--- src/rtl/fir_coeff_ctrl.sv ---
// Double-banked 5x5 FIR kernel store: cfg writes go to a shadow bank.
// A commit copies the whole shadow bank into the active bank, either at the next frame start or at once.
module fir_coeff_ctrl #(
    parameter int COEFF_W    = 16,
    parameter int NTAPS      = 25,
    parameter bit SYNC_TO_VS = 1'b1
) (
    input  logic                      clk,
    input  logic                      rst,
    input  logic                      cfg_we,
    input  logic [4:0]                cfg_addr,
    input  logic signed [COEFF_W-1:0] cfg_wdata,
    output logic signed [COEFF_W-1:0] cfg_rdata,
    input  logic                      cfg_commit,
    output logic                      cfg_busy,
    output logic                      cfg_err,
    input  logic                      cfg_err_clr,
    input  logic                      vs_i,
    output logic                      swap_done,
    output logic signed [COEFF_W-1:0] coeff00, coeff01, coeff02, coeff03, coeff04,
    output logic signed [COEFF_W-1:0] coeff10, coeff11, coeff12, coeff13, coeff14,
    output logic signed [COEFF_W-1:0] coeff20, coeff21, coeff22, coeff23, coeff24,
    output logic signed [COEFF_W-1:0] coeff30, coeff31, coeff32, coeff33, coeff34,
    output logic signed [COEFF_W-1:0] coeff40, coeff41, coeff42, coeff43, coeff44
);

    typedef enum logic [1:0] {IDLE, PENDING, SWAP} state_t;

    localparam logic [4:0]                LAST_ADDR  = 5'(NTAPS - 1);
    localparam int                        CENTER     = NTAPS / 2;
    localparam logic signed [COEFF_W-1:0] UNITY_COEF = COEFF_W'(256);

    state_t                      state_q, state_d;
    logic                        vs_d_q;
    logic                        err_q, err_d;
    logic signed [COEFF_W-1:0]   rdata_q;
    logic signed [COEFF_W-1:0]   shadow_q [NTAPS];
    logic signed [COEFF_W-1:0]   active_q [NTAPS];
    logic                        vs_rise, addr_ok, wr_ok, wr_bad, load_active;

    assign vs_rise     = vs_i & ~vs_d_q;
    assign addr_ok     = (cfg_addr <= LAST_ADDR);
    assign cfg_busy    = (state_q != IDLE);
    assign wr_ok       = cfg_we & addr_ok & ~cfg_busy;
    assign wr_bad      = cfg_we & (~addr_ok | cfg_busy);
    assign load_active = (state_q == PENDING) && (state_d == SWAP);

    always_comb begin
        state_d = state_q;
        case (state_q)
            IDLE:    if (cfg_commit) state_d = PENDING;
            PENDING: if (!SYNC_TO_VS || vs_rise) state_d = SWAP;
            SWAP:    state_d = IDLE;
            default: state_d = IDLE;
        endcase
    end

    // A new error in the same cycle as a clear must survive.
    always_comb begin
        err_d = err_q;
        if (cfg_err_clr) err_d = 1'b0;
        if (wr_bad)      err_d = 1'b1;
    end

    always_ff @(posedge clk or posedge rst) begin
        if (rst) begin
            state_q <= IDLE;
            vs_d_q  <= 1'b0;
            err_q   <= 1'b0;
            rdata_q <= '0;
        end else begin
            state_q <= state_d;
            vs_d_q  <= vs_i;
            err_q   <= err_d;
            rdata_q <= addr_ok ? shadow_q[cfg_addr] : '0;
        end
    end

    // Both banks come out of reset holding the identity kernel.
    always_ff @(posedge clk or posedge rst) begin
        if (rst) begin
            for (int i = 0; i < NTAPS; i++) begin
                shadow_q[i] <= (i == CENTER) ? UNITY_COEF : '0;
                active_q[i] <= (i == CENTER) ? UNITY_COEF : '0;
            end
        end else begin
            if (wr_ok) shadow_q[cfg_addr] <= cfg_wdata;
            if (load_active) begin
                for (int i = 0; i < NTAPS; i++) active_q[i] <= shadow_q[i];
            end
        end
    end

    assign cfg_rdata = rdata_q;
    assign cfg_err   = err_q;
    assign swap_done = (state_q == SWAP);

    assign coeff00 = active_q[0];  assign coeff01 = active_q[1];  assign coeff02 = active_q[2];
    assign coeff03 = active_q[3];  assign coeff04 = active_q[4];
    assign coeff10 = active_q[5];  assign coeff11 = active_q[6];  assign coeff12 = active_q[7];
    assign coeff13 = active_q[8];  assign coeff14 = active_q[9];
    assign coeff20 = active_q[10]; assign coeff21 = active_q[11]; assign coeff22 = active_q[12];
    assign coeff23 = active_q[13]; assign coeff24 = active_q[14];
    assign coeff30 = active_q[15]; assign coeff31 = active_q[16]; assign coeff32 = active_q[17];
    assign coeff33 = active_q[18]; assign coeff34 = active_q[19];
    assign coeff40 = active_q[20]; assign coeff41 = active_q[21]; assign coeff42 = active_q[22];
    assign coeff43 = active_q[23]; assign coeff44 = active_q[24];

endmodule

--- config.mk ---
export PLATFORM = sky130hd
export DESIGN_NAME = fir_coeff_ctrl
export DESIGN_NICKNAME = d
export VERILOG_FILES = /design/src/rtl/fir_coeff_ctrl.sv
export SDC_FILE = /design/constraint.sdc
export NUM_CORES = 1
export LEC_CHECK = 0
export CORE_MARGIN = 5
export CORE_UTILIZATION = 40
export CTS_CLUSTER_SIZE = 30
export DETAILED_ROUTE_END_ITERATION = 8
export MAX_ROUTING_LAYER = met4
export SETUP_SLACK_MARGIN = 0.15
export SYNTH_ARGS = -nofsm -noshare
export SYNTH_HDL_FRONTEND = slang
export SYNTH_SLANG_ARGS = --single-unit
export TNS_END_PERCENT = 30
--- constraint.sdc ---
create_clock -name clk -period 40.3 [get_ports clk]
set_input_delay 8.06 -clock clk [delete_from_list [all_inputs] [get_ports clk]]
set_output_delay 8.06 -clock clk [all_outputs]
set_load 0.02 [all_outputs]
======== Word-level counts from Yosys, hierarchy flattened ========
Index checks and enable logic that the tools add are counted.
cells by class
  equality and inequality tests ........... 3
  muxes and demuxes ....................... 12
  reductions and logical operators ........ 5
  $lt $le $gt $ge ......................... 3
  bitwise logic cells ..................... 9
operator list
  kind                  number
  $bwmux W400           1
  $bmux W16 S5          1
  $demux W16 S5         1
  $mux W16              4
  $ge A6 B6 Y1 const B  1
  $lt A6 B1 Y1 const B  1
  $not A5 Y6            1
  $le A5 B5 Y1 const B  1
  $and A1 B1 Y1         4
  $eq A2 B2 Y1 const B  2
  $mux W2               2
  $pmux W2 S2           1
  $reduce_bool A2 Y1    2
  $not A1 Y1            3
  $eq A2 B1 Y1 const B  1
  $logic_and A1 B1 Y1   2
  $logic_not A2 Y1      1
  $mux W1               2
  $or A1 B1 Y1          1
storage, ports and cells
  input port bits ......................... 27
  register bits ........................... 820

======== Longest topological paths before layout ========
Gate-level depths: netlist of run 1.
  depth in word-level cells ............... 6
  depth in mapped cells ................... 8

======== Worst setup path after synthesis of run 1 ========
No wires, ideal clock.
  path type ............................... in2reg
  start point ............................. in cfg_addr[4]
  end point ............................... reg rdata_q[10], in the netlist cfg_rdata[10]
  buffers on the path ..................... 3
  data arrival time ....................... 9.531 ns
  setup slack ............................. 30.629 ns
  data required time ...................... 40.160 ns
  stages .................................. 6
  path through ............................ buf_4 buf_4 buf_2 mux4_2 a22oi_1 o211ai_1
on the way
  cells in the longest elaborated chain, start to end .. 5
  elaborated cells on any way between the ends .. 6
  those cells by class .................... 1 x order compare; 4 x mux; 1 x bitwise
RTL lines
  element                                      RTL line  source
  start: declaration                           11        input logic [4:0] cfg_addr,
  $not A5 Y6 (not written as such)             75        rdata_q <= addr_ok ? shadow_q[cfg_addr] : '0;
  $bmux W16 S5                                 75
  $mux W16 (not written as such) (2 in a row)  75
  $mux W16 (*)                                 75
  end signal: assignment                       75
  end: declaration                             36        logic signed [COEFF_W-1:0] rdata_q;
Every way passes the cells marked *; elsewhere a longest branch is shown, timed or not. The select of a mux whose other input is x is not followed.
A chain may end at the register's enable or synchronous reset.

==> impl_metrics.csv, run 1 <==
group,metric,value,unit
sta,slew-limit-headroom,14.0,%
cts,clk_pin_slew,0.06,ns
yosys,synth_cells,2070,
sta,slew_viol_final,0,
placement,placed_cell_area,0.0390,mm2
global_routing,antenna_found_initial,4,
layout,drive_gt1_share,42.2,%
setup_path,arrival,11.88,ns
layout,regMostFlops,"shadow_q",
global_routing,grt_overflow_total,0,
routing,num_vias,19883,
floorplan,die_h,300,um
floorplan,core,0.0836,mm2
cts,post_cts_buffers,0,
global_routing,grt_max_degree,168,
placement,routabilityCongestion,0.845,
worst_hold_path,hold_path_class,"register to register",
routing,routed_via_density,5.45,
cts,cts_root_buffer,"clkbuf_16",
routing,wl_per_cell,27.8,um
setup_path,cp_max_fo,121,
flow_run,cap_violations,0,
yosys,synth_area_leaders,"dfrtp_1, mux2_2, mux4_2",
floorplan,ioPinCount,446,
yosys,synth-warning-count,0,
placement,place_hpwl,70400,um
yosys,yosysMostFrequentCell,"dfrtp_1",
cts,cts_tree,"yes",
routing,drc_errors,0,
outcome,status,"finished clean",
sta,fin_crit_sh,28.1,%
layout,final_cell_area,0.0420,mm2
setup_path,cpPeakStageDelay,0.99,ns
setup_path,r2r-start,"state_q[0]$_DFF_PP0_",
global_routing,grt_pass1_wl,149000,um
yosys,ys_seq_elements,820,
yosys,synth_area_leader_cell,"dfrtp_1",
floorplan,die_area,0.0901,mm2
yosys,syn-num-nets,2097,
sta,finalHoldViolCount,0,
cts,cts_sinks,820,
cts,ctsResizeCount,0,
sta,fin_worst_skew,0.0211,ns
sta,tightest_slew,1.29,ns
sta,tns,0,ns
yosys,yosysTopAreaCellShare,60.8,%
layout,fillers,6999,
routing,ant_nets,0,
power_and_ir_drop,power_density,61.1,mW/mm2
routing,wirelength,102000,um
sta,period_minus_slack,11.34,ns
floorplan,die_w,300,um
global_routing,first_global_vias,21372,
setup_path,worstPathRequired,40.84,ns
setup_path,crit_top_cell,"buf_4",
routing,initialDrtViolationCount,1240,
yosys,ys_seq_area_share,60.9,%
yosys,synth_edf_count,0,
setup_path,path_buf_inv,5,
sta,rsz0062_at_grt,"no",
routing,firstDrtPassIters,5,
cts,cts.path.max_buffers,3,
layout,nets,2521,
yosys,yosys-top-cells-count,"dfrtp_1, mux2_2, mux2i_1",
setup_path,path_cells,"clkdlybuf4s50_1, inv_8, buf_4, buf_4, buf_4",
sta,hold_slack,0.504,ns
layout,syn_to_final_growth,24.8,%
setup_path,crit_slowest_cell,"buf_4",
placement,numPortBuffers,445,
power_and_ir_drop,leakagePower,19.6,nW
setup_path,end_kind,"asynchronous set/reset pin",
yosys,synthDistinctLibCells,47,
setup_path,crit_start,"rst",
cts,cts_buffers,89,
yosys,synth_area,0.0337,mm2
yosys,async_reset_ff_share,100,%
cts,cts_hold_buf,0,
sta,fmax,88.2,MHz
setup_path,cp_top_family,"buffers and inverters",
floorplan,rows,106,
yosys,synth_ff_type,"dfrtp_1",
power_and_ir_drop,peakVddDrop,0.0000310,V
layout,largest_reg_flops,400,
setup_path,path_class,"primary input to asynchronous set/reset pin",
cts,clock_latency,0.62,ns
worst_hold_path,min_from,"coeff00[15]$_DFFE_PP0P_",
cts,htreeDepth,3,
sta,setup_viol,0,
global_routing,grt_usage,22.9,%
floorplan,start_util,40.3,%
yosys,syn_area_per_cell,16.3,um2
setup_path,cp-start-kind,"primary input",
==> final cells by class <==
type	instances	area, um2	share of cell area (%)
well taps	1080	1350	3.22
inverters	4	22.5	0.0536
diodes	8	20.0	0.0476
flip-flops and latches	820	20500	48.8
clock buffers	123	2600	6.19
multi-input cells	1101	12400	29.5
clock inverters	33	387	0.920
repair buffers	478	4710	11.2
==> worst reg2reg max path: stages (launching register included) <==
cell      delay (ns)
dfrtp_1         0.46
nor4bb_4        0.89
buf_12          0.61
buf_4           1.33
mux2_2          0.51
==> per-layer routing <==
layer | track usage [%] | vias to the layer above | routed length (um)
met2 | 35.2 | 600 | 47600
met5 | - | - | 0
met1 | 30.9 | 10720 | 45100
met4 | 6.18 | 0 | 2430
li1 | - | 8441 | -
met3 | 5.40 | 122 | 6340
==> cells in the final DEF (no fill, tap or decap), types with 3 or more instances in the layout <==
cell type        instances
a221oi_1                14
a22oi_1                 23
a32oi_1                  3
and2_1                   3
buf_4                   34
bufinv_16                8
clkbuf_1                14
clkbuf_16               93
clkbuf_8                17
clkdlybuf4s50_1        442
clkinv_2                19
dfrtp_1                818
diode_2                  8
inv_1                    3
inv_6                    3
mux2_2                 801
mux2i_1                 77
mux4_2                  64
nand2_1                 14
nand2_2                  8
nand2b_1                 3
nand3_1                  5
nand4_1                  4
nand4_2                  4
nor2_1                   7
nor2_2                   8
nor2b_1                  8
o211ai_1                 7
o21ai_0                  4
o221ai_1                 5
o22ai_1                 12
==> final timing paths <==
kind                                            to  slack (ns)  cells after the start
hold / removal             coeff00[15]$_DFFE_PP0P_        0.50                      1
min in group asynchronous  coeff21[13]$_DFFE_PP0P_        8.00                      2
hold reg to reg            coeff00[15]$_DFFE_PP0P_        0.50                      1
max in group clk            coeff40[4]$_DFFE_PP0P_       29.00                      5
setup reg to reg            coeff40[4]$_DFFE_PP0P_       36.38                      4
setup / recovery           shadow_q[8]$_DFFE_PP0P_       28.96                      5
==> logic make-up (layout without fill, tap and decap cells) <==
family | after synthesis | in the layout | synth area share [%]
multiplexers | 942 | 942 | 33.3
flip-flops | 820 | 820 | 60.9
buffers and inverters | 149 | 638 | 2.31
AND/OR/NAND/NOR | 86 | 86 | 1.79
AO/OA/AOI/OAI | 73 | 73 | 1.63
other | 0 | 8 | 0
==> per-stage QoR <==
stage               total power [mW]  std cells  utilization (%)  setup slack, ns
global route                    2.68       3642             50.3            28.28
global placement                1.74       3483             46.7            28.27
CTS                             2.60       3639             50.3            28.85
detailed placement              1.76       3483             46.7            28.16
finish                          2.57       3647             50.3            28.96
floorplan                       1.42       2070                -             9.21
==> power breakdown <==
group | total, mW | internal, mW | switching (mW)
clock | 0.831 | 0.501 | 0.330
sequential | 1.12 | 0.986 | 0.135
combinational | 0.616 | 0.322 | 0.294
total | 2.57 | 1.81 | 0.759
No activity file was read; power rests on OpenSTA's default activity.
==> run 2: changes to the inputs <==
==> constraint.sdc (replaced) <==
create_clock -name clk -period 11.35 [get_ports clk]
set_input_delay 2.27 -clock clk [delete_from_list [all_inputs] [get_ports clk]]
set_output_delay 2.27 -clock clk [all_outputs]
set_load 0.02 [all_outputs]
==> impl_metrics.csv, run 2 (synthesized netlist as in run 1, its figures left out) <==
group,metric,value,unit
setup_path,path_class,"primary input to register",
cts,post_cts_buffers,0,
floorplan,die_h,300,um
sta,finalHoldViolCount,0,
setup_path,cp_max_fo,147,
layout,layout.cells.most_common,"dfrtp_1",
layout,syn_to_final_growth,25.3,%
global_routing,grt_pass1_wl,150000,um
routing,num_vias,19732,
power_and_ir_drop,power_density,219,mW/mm2
sta,worst_slack,6.09,ns
setup_path,cpPeakStageDelay,0.83,ns
routing,firstDrtPassIters,8,
setup_path,path_buf_inv,4,
power_and_ir_drop,leakagePower,19.6,nW
setup_path,cp_top_family,"buffers and inverters",
sta,tns,0,ns
floorplan,rows,106,
sta,slew-limit-headroom,10.7,%
global_routing,grt_max_degree,186,
cts,cts_hold_buf,0,
sta,hold_slack,0.504,ns
layout,fin_cells,3643,
placement,routabilityCongestion,0.828,
layout,diodes,0,
sta,setup_viol,0,
cts,clock_latency,0.63,ns
layout,regMostFlops,"shadow_q",
setup_path,cp-start-kind,"primary input",
placement,place_inst,3480,
global_routing,first_global_vias,21371,
setup_path,crit_slowest_cell,"buf_4",
floorplan,die_area,0.0901,mm2
floorplan,die_w,300,um
sta,fin_crit_sh,46.3,%
setup_path,path_cells,"clkdlybuf4s50_1, nor4bb_4, buf_4, buf_4, buf_12, mux2_2",
floorplan,start_util,40.3,%
sta,tightest_slew,1.33,ns
global_routing,grt_overflow_total,0,
layout,drive_gt1_share,42.1,%
sta,slew_viol_final,0,
cts,cts_buffers,91,
sta,fmax,190,MHz
layout,nets,2520,
cts,cts_tree,"yes",
layout,largest_reg_flops,400,
cts,cts.path.max_buffers,3,
cts,ctsResizeCount,0,
layout,most-common-layout-cells,"dfrtp_1, mux2_2, clkdlybuf4s50_1",
outcome,status,"finished clean",
power_and_ir_drop,power.total,9.23,mW
placement,place_hpwl,69700,um
floorplan,core,0.0836,mm2
sta,fin_worst_skew,0.0206,ns
layout,multi_input_area,0.0124,mm2
setup_path,worstPathRequired,11.86,ns
global_routing,grt_usage,22.9,%
layout,fillers,7028,
placement,numPortBuffers,445,
sta,period_minus_slack,5.26,ns
routing,routed_via_density,5.42,
setup_path,crit_top_cell,"buf_4",
layout,final_cell_area,0.0422,mm2
global_routing,antenna_found_initial,0,
routing,wirelength,101000,um
worst_hold_path,hold_path_class,"register to register",
setup_path,arrival,5.77,ns
layout,fin_util,50.5,%
floorplan,ioPinCount,446,
layout,register_area,0.0205,mm2
cts,clk_pin_slew,0.06,ns
power_and_ir_drop,peakVddDrop,0.000117,V
routing,ant_nets,0,
routing,wl_per_cell,27.8,um
placement,pre_cts_ws,5.49,ns
cts,cts_sinks,820,
cts,cts_root_buffer,"clkbuf_16",
setup_path,end_kind,"register",
placement,placed_cell_area,0.0390,mm2
sta,rsz0062_at_grt,"no",
cts,htreeDepth,3,
flow_run,cap_violations,0,
routing,drc_errors,0,
routing,initialDrtViolationCount,1108,
## run 2: cell count changes in the layout (fill, tap and decap cells not counted), moves of 4 or more
cell / before / now
diode_2: 8 / 0
clkbuf_8: 17 / 22
buf_12: 1 / 5
clkinv_2: 19 / 12
buf_4: 34 / 27
clkbuf_1: 14 / 18
## run 2: worst reg2reg max path, delay by kind of cell, from the launching register on
family	cells	cell delay, ns
multiplexers	1	0.68
flip-flops	1	0.43
AND/OR/NAND/NOR	1	0.31
buffers and inverters	3	2.12
## run 2: per-layer routing
| metal | routed length (um) | track usage, % | up-vias |
|---|---|---|---|
| met5 | 0 | - | - |
| met4 | 2320 | 5.52 | 0 |
| met3 | 6360 | 5.68 | 131 |
| met2 | 48200 | 35.8 | 501 |
| met1 | 44400 | 30.5 | 10650 |
| li1 | - | - | 8450 |
## run 2: final timing paths
check	start	end	slack (ns)	cells past startpoint
max in group asynchronous	rst	shadow_q[315]$_DFFE_PP0P_	7.42	4
setup / recovery	vs_i	coeff40[7]$_DFFE_PP0P_	6.09	6
hold reg to reg	coeff04[15]$_DFFE_PP0P_	coeff04[15]$_DFFE_PP0P_	0.50	1
hold / removal	coeff04[15]$_DFFE_PP0P_	coeff04[15]$_DFFE_PP0P_	0.50	1
setup reg to reg	state_q[0]$_DFF_PP0_	coeff40[7]$_DFFE_PP0P_	7.70	5
min in group asynchronous	rst	coeff22[11]$_DFFE_PP0P_	2.21	3
## run 2: power by group
group / leakage (nW) / switching [mW] / total [mW] / internal, mW
Sequential: 11.0 / 0.449 / 3.95 / 3.50
Clock: 1.55 / 1.19 / 3.08 / 1.89
Combinational: 7.05 / 1.06 / 2.21 / 1.15
Total: 19.6 / 2.70 / 9.23 / 6.54
## run 2: final cells by class
cell class              count  share of cell area [%]
clock buffers             132                    6.36
clock inverters            31                    1.12
inverters                   4                  0.0445
multi-input cells        1101                    29.4
flip-flops and latches    820                    48.6
well taps                1080                    3.20
repair buffers            475                    11.2
